$ cat config.mk
export PLATFORM = sky130hd
export DESIGN_NAME = muldiv_sequencer
export DESIGN_NICKNAME = d
export VERILOG_FILES = /design/src/rtl/muldiv_pkg.sv /design/src/rtl/muldiv_sequencer.sv
export SDC_FILE = /design/constraint.sdc
export NUM_CORES = 1
export LEC_CHECK = 0
export CORE_ASPECT_RATIO = 1.1
export CORE_MARGIN = 2
export CORE_UTILIZATION = 40
export CTS_BUF_LIST = sky130_fd_sc_hd__clkbuf_2 sky130_fd_sc_hd__clkbuf_4 sky130_fd_sc_hd__clkbuf_8
export DETAILED_ROUTE_END_ITERATION = 10
export DONT_BUFFER_PORTS = 1
export GPL_TIMING_DRIVEN = 1
export SLEW_MARGIN = 25
export SYNTH_ARGS = -nofsm -noshare
export SYNTH_HDL_FRONTEND = slang
export SYNTH_SLANG_ARGS = --single-unit
$ cat constraint.sdc
create_clock -name clock -period 3.6 [get_ports clock]
set_input_delay 0.54 -clock clock [delete_from_list [all_inputs] [get_ports clock]]
set_output_delay 0.54 -clock clock [all_outputs]
set_load 0.005 [all_outputs]
$ cat src/rtl/muldiv_pkg.sv
// Shared definitions for the MULT/DIV sequencer: FSM state encoding,
// operation codes and the default wait-timeout length.
package muldiv_pkg;

    typedef enum logic [2:0] {
        IDLE,
        ISSUE,
        WAIT,
        WRITEBACK,
        ERROR
    } seqState_e;

    localparam logic [1:0] OP_MULT = 2'b00;
    localparam logic [1:0] OP_DIV  = 2'b01;

    localparam int DEFAULT_TIMEOUT_CYCLES = 64;
    localparam int CNT_W = 7;

endpackage

$ cat src/rtl/muldiv_sequencer.sv
// Sequences one MULT or DIV operation at a time: issues a start pulse,
// waits for the selected unit, then commits HI/LO or raises an exception.
module muldiv_sequencer
    import muldiv_pkg::*;
#(
    parameter int TIMEOUT_CYCLES = DEFAULT_TIMEOUT_CYCLES
) (
    input  logic       clock,
    input  logic       reset,
    input  logic       req_valid,
    input  logic [1:0] req_op,
    input  logic       abort,
    input  logic       mult_done,
    input  logic       div_done,
    input  logic       div_by_zero,
    output logic       req_ready,
    output logic       mult_start,
    output logic       div_start,
    output logic       hi_sel,
    output logic       lo_sel,
    output logic       hi_we,
    output logic       lo_we,
    output logic       done,
    output logic       err_divzero,
    output logic       err_timeout,
    output logic       busy
);

    localparam logic [CNT_W-1:0] TIMEOUT_LAST = CNT_W'(TIMEOUT_CYCLES - 1);

    seqState_e        state, stateNext;
    logic             opIsDiv, opIsDivNext;
    logic             errIsDivZero, errIsDivZeroNext;
    logic [CNT_W-1:0] waitCnt, waitCntNext;
    logic             unitDone;

    always_ff @(posedge clock or negedge reset) begin
        if (!reset) begin
            state        <= IDLE;
            opIsDiv      <= 1'b0;
            errIsDivZero <= 1'b0;
            waitCnt      <= '0;
        end else begin
            state        <= stateNext;
            opIsDiv      <= opIsDivNext;
            errIsDivZero <= errIsDivZeroNext;
            waitCnt      <= waitCntNext;
        end
    end

    always_comb begin
        stateNext        = state;
        opIsDivNext      = opIsDiv;
        errIsDivZeroNext = errIsDivZero;
        waitCntNext      = waitCnt;
        unitDone         = opIsDiv ? div_done : mult_done;

        case (state)
            IDLE: begin
                if (req_valid && !abort && (req_op == OP_MULT || req_op == OP_DIV)) begin
                    stateNext   = ISSUE;
                    opIsDivNext = (req_op == OP_DIV);
                end
            end
            ISSUE: begin
                waitCntNext = '0;
                stateNext   = WAIT;
            end
            WAIT: begin
                waitCntNext = waitCnt + 1'b1;
                // Divide-by-zero beats completion, completion beats timeout.
                if (opIsDiv && div_by_zero) begin
                    stateNext        = ERROR;
                    errIsDivZeroNext = 1'b1;
                end else if (unitDone) begin
                    stateNext = WRITEBACK;
                end else if (waitCnt == TIMEOUT_LAST) begin
                    stateNext        = ERROR;
                    errIsDivZeroNext = 1'b0;
                end
            end
            WRITEBACK: stateNext = IDLE;
            ERROR:     stateNext = IDLE;
            default:   stateNext = IDLE;
        endcase

        if (abort && state != IDLE) begin
            stateNext = IDLE;
        end

        // Moore outputs: decoded from registered state and latched op only.
        req_ready   = (state == IDLE);
        busy        = (state != IDLE);
        mult_start  = (state == ISSUE) && !opIsDiv;
        div_start   = (state == ISSUE) && opIsDiv;
        hi_sel      = opIsDiv;
        lo_sel      = opIsDiv;
        hi_we       = (state == WRITEBACK);
        lo_we       = (state == WRITEBACK);
        done        = (state == WRITEBACK);
        err_divzero = (state == ERROR) && errIsDivZero;
        err_timeout = (state == ERROR) && !errIsDivZero;
    end

endmodule

==> impl_metrics.ini <==
[route]
routed.top_layer = met4
drt_wl_total_um = 1210
drt_first_pass_iters = 4
route.met2.wl_um = 520
drt_iter0_markers = 8
routed-via-count = 513
detail_route.wirelength.met1_um = 546
route.detailed.drc = 0
final_antenna_net_count = 0
routed-wl-met3_um = 103
route.detailed.vias_per_inst = 5.90
wl_per_cell_um = 13.9

[worst_setup_path]
cp-start-kind = flop
worst-endpoint-arrival_ns = 1.40
worst_setup_path_startpoint = state[1]
critical_path.reg2reg.startpoint = state[0]
timing.critical_path.slowest_cell_delay_ns = 0.51
required_ns = 3.06
crit_end_element = output port
critPathSlowestCell = sky130_fd_sc_hd__or3b_1
timing.critical_path.cells = or3b_1 > nor2_1
critical_path.max_fanout = 7
worst-setup-path-type = reg2out

[power]
static-leakage-power_nw = 0.310
power_density_mw_per_mm2 = 497
power.ir.vdd_worst_v = 0.000346

[timing]
final_slew_violations = 0
worst_pin_slew_ns = 0.539
timing.fmax_mhz = 517
final_period_minus_worst_setup_slack_ns = 1.94
setup-violations-final = 0
rsz0062_at_grt = false
period_share_pct = 53.8
finalHoldViolations = 0
setup_tns_ns = 0
slew_headroom_pct = 64.0
final_critical_path_setup_slack_ns = 1.66
skew_ns = 0.0145

[grt]
antenna_violations_before_repair = 0
grt_util_all_layers_pct = 14.5
grt-ovfl-total = 0
grt_first_pass_wirelength_um = 2100
grt_max_degree = 13
first_global_vias = 465

[placed_design]
placement.io_buffers = 0
detailedPlacementHpwl_um = 899
dpl_worst_slack_ns = 1.98
routabilityCongestion = 0.736
dpl_cell_area_um2 = 659

[clock_network]
worst_skew_pair.late_latency_ns = 0.29
clock_tree.htree_level_count = 1
cts_tree = yes
cts-buffers-inserted = 3
clock-sinks = 12
clockRootBuffer = sky130_fd_sc_hd__clkbuf_4
cts.reportedPaths.clkPinSlew_ns = 0.09
clk_path_buf_depth = 2

[worst_hold_path]
min-delay-path-class = in2reg
hold_path.startpoint = abort

[final_layout]
area_growth_pct = 4.25
final_area_um2 = 706
fraction_of_final_layout_cells_sized_beyond_drive_strength_1_pct = 17.1
ff_latch_area_um2 = 300
layout.core_utilization_pct = 44.8
antenna_cells = 0
multi_input_comb_area_um2 = 330
fin_nets = 81
nFillCells = 163

[floorplanning]
ios = 20
initial_utilization_pct = 42.9
die_width_um = 43.2
row_count = 15
die_area_mm2 = 0.00204
core_mm2 = 0.00158
die_y_um = 47.1

[synthesis]
mappedNetlistArea_um2 = 677
yosysWarningCount = 0
number_of_synthesized_flops_with_an_enable_pin = 0
synth.net_count = 80
synth_async_sr_flop_share_pct = 100
ys.flop_type = sky130_fd_sc_hd__dfrtp_1
flip_flop_and_latch_count_after_synthesis = 12
postSynthCellCount = 70
post_syn_area_per_cell_um2 = 9.67
post_synth_num_cell_types = 31
seq_area_frac_synth_pct = 44.4

[job]
maxCapViolCount = 0

[outcome]
run_status = completed
[final timing paths]
check	endpoint	slack (ns)	cells past startpoint
min reg2reg	waitCnt[5]	0.48	1
max reg2reg	waitCnt[6]	2.00	4
min	state[1]	0.30	1
max	div_start	1.66	2
min in group asynchronous	waitCnt[1]	0.66	1
max in group asynchronous	hi_sel	2.56	1
[worst max-delay path, delay by kind of cell, from the launching register on]
family        cells  cell delay [ns]
simple gates      2             0.67
flops             1             0.44
[cells in the mapped netlist (2+ instances only)]
master	number	area, µm²
sky130_fd_sc_hd__inv_1	2	7.51
sky130_fd_sc_hd__nand3_1	3	15.0
sky130_fd_sc_hd__o21ai_0	11	55.1
sky130_fd_sc_hd__or3b_1	2	17.5
sky130_fd_sc_hd__a31oi_1	2	12.5
sky130_fd_sc_hd__buf_4	3	22.5
sky130_fd_sc_hd__nand2_1	7	26.3
sky130_fd_sc_hd__nor2_1	5	18.8
sky130_fd_sc_hd__nand3b_1	2	15.0
sky130_fd_sc_hd__dfrtp_1	12	300
[power breakdown]
group          switching, W  internal [W]
clock             0.0000490     0.0000616
combinational     0.0000312     0.0000270
sequential        0.0000241      0.000157
[kinds of logic after synthesis]
logic type / count (synthesis) / synth area share [%]
muxes: 1 / 1.66
DFF: 12 / 44.4
adders and majority gates: 1 / 1.85
AOI/OAI and AO/OA: 17 / 16.1
and+or+nand+nor: 32 / 29.2
buffers and inverters: 7 / 6.84
[timing repair]
item	in CTS	in global routing
hold buffers	1	0
resized for setup	0	0
setup buffers	0	0
hold endpoints to repair	12	0
[cell type report]
type	count	share of cell area (%)
multi-input cells	51	46.8
well taps	17	3.01
repair buffers	1	1.42
inverters	2	1.06
clock buffers	4	5.14
flip-flops and latches	12	42.6
[cell usage in the layout (no fill, tap or decap)]
cell and count:
sky130_fd_sc_hd__or3b_1 2, sky130_fd_sc_hd__a211oi_1 1, sky130_fd_sc_hd__nor3b_2 1, sky130_fd_sc_hd__nand2b_1 1
sky130_fd_sc_hd__nand2_1 7, sky130_fd_sc_hd__dlygate4sd3_1 1, sky130_fd_sc_hd__or3_1 1, sky130_fd_sc_hd__nor3_1 1
sky130_fd_sc_hd__and3b_2 1, sky130_fd_sc_hd__and3b_1 1, sky130_fd_sc_hd__nor2_1 5, sky130_fd_sc_hd__ha_1 1
sky130_fd_sc_hd__nand4_1 1, sky130_fd_sc_hd__a31oi_1 2, sky130_fd_sc_hd__or2_4 1, sky130_fd_sc_hd__dfrtp_1 12
sky130_fd_sc_hd__clkbuf_4 3, sky130_fd_sc_hd__and3_1 1, sky130_fd_sc_hd__and2_2 1, sky130_fd_sc_hd__o21ai_0 11
sky130_fd_sc_hd__clkbuf_8 1, sky130_fd_sc_hd__nand3_1 3, sky130_fd_sc_hd__inv_1 2, sky130_fd_sc_hd__nand3b_1 2
sky130_fd_sc_hd__mux2_2 1, sky130_fd_sc_hd__nor4_1 1, sky130_fd_sc_hd__a22o_1 1, sky130_fd_sc_hd__o211ai_2 1
sky130_fd_sc_hd__and4bb_2 1, sky130_fd_sc_hd__nor4b_1 1, sky130_fd_sc_hd__o31ai_2 1
[metrics by stage]
stage / total power, W / hold WS (ns) / std cells
3_5_place_dp: 0.000240 / 0.245 / 82
4_1_cts: 0.000354 / 0.303 / 87
3_3_place_gp: 0.000238 / 0.245 / 82
5_1_grt: 0.000370 / 0.306 / 87
6_report: 0.000350 / 0.305 / 87
2_1_floorplan: 0.000232 / 0.244 / 70
[per-layer routing]
metal,vias up,GRT usage (%)
met5,-,0
met1,234,19.7
met4,0,10.9
met3,5,2.69
li1,254,-
met2,20,20.6
[registers in the layout, indices dropped and copies added, names as in the netlist]
| name | flops |
|---|---|
| hi_sel | 1 |
| errIsDivZero | 1 |
| waitCnt | 7 |
| state | 3 |
Power figures use the tool's default switching activity.
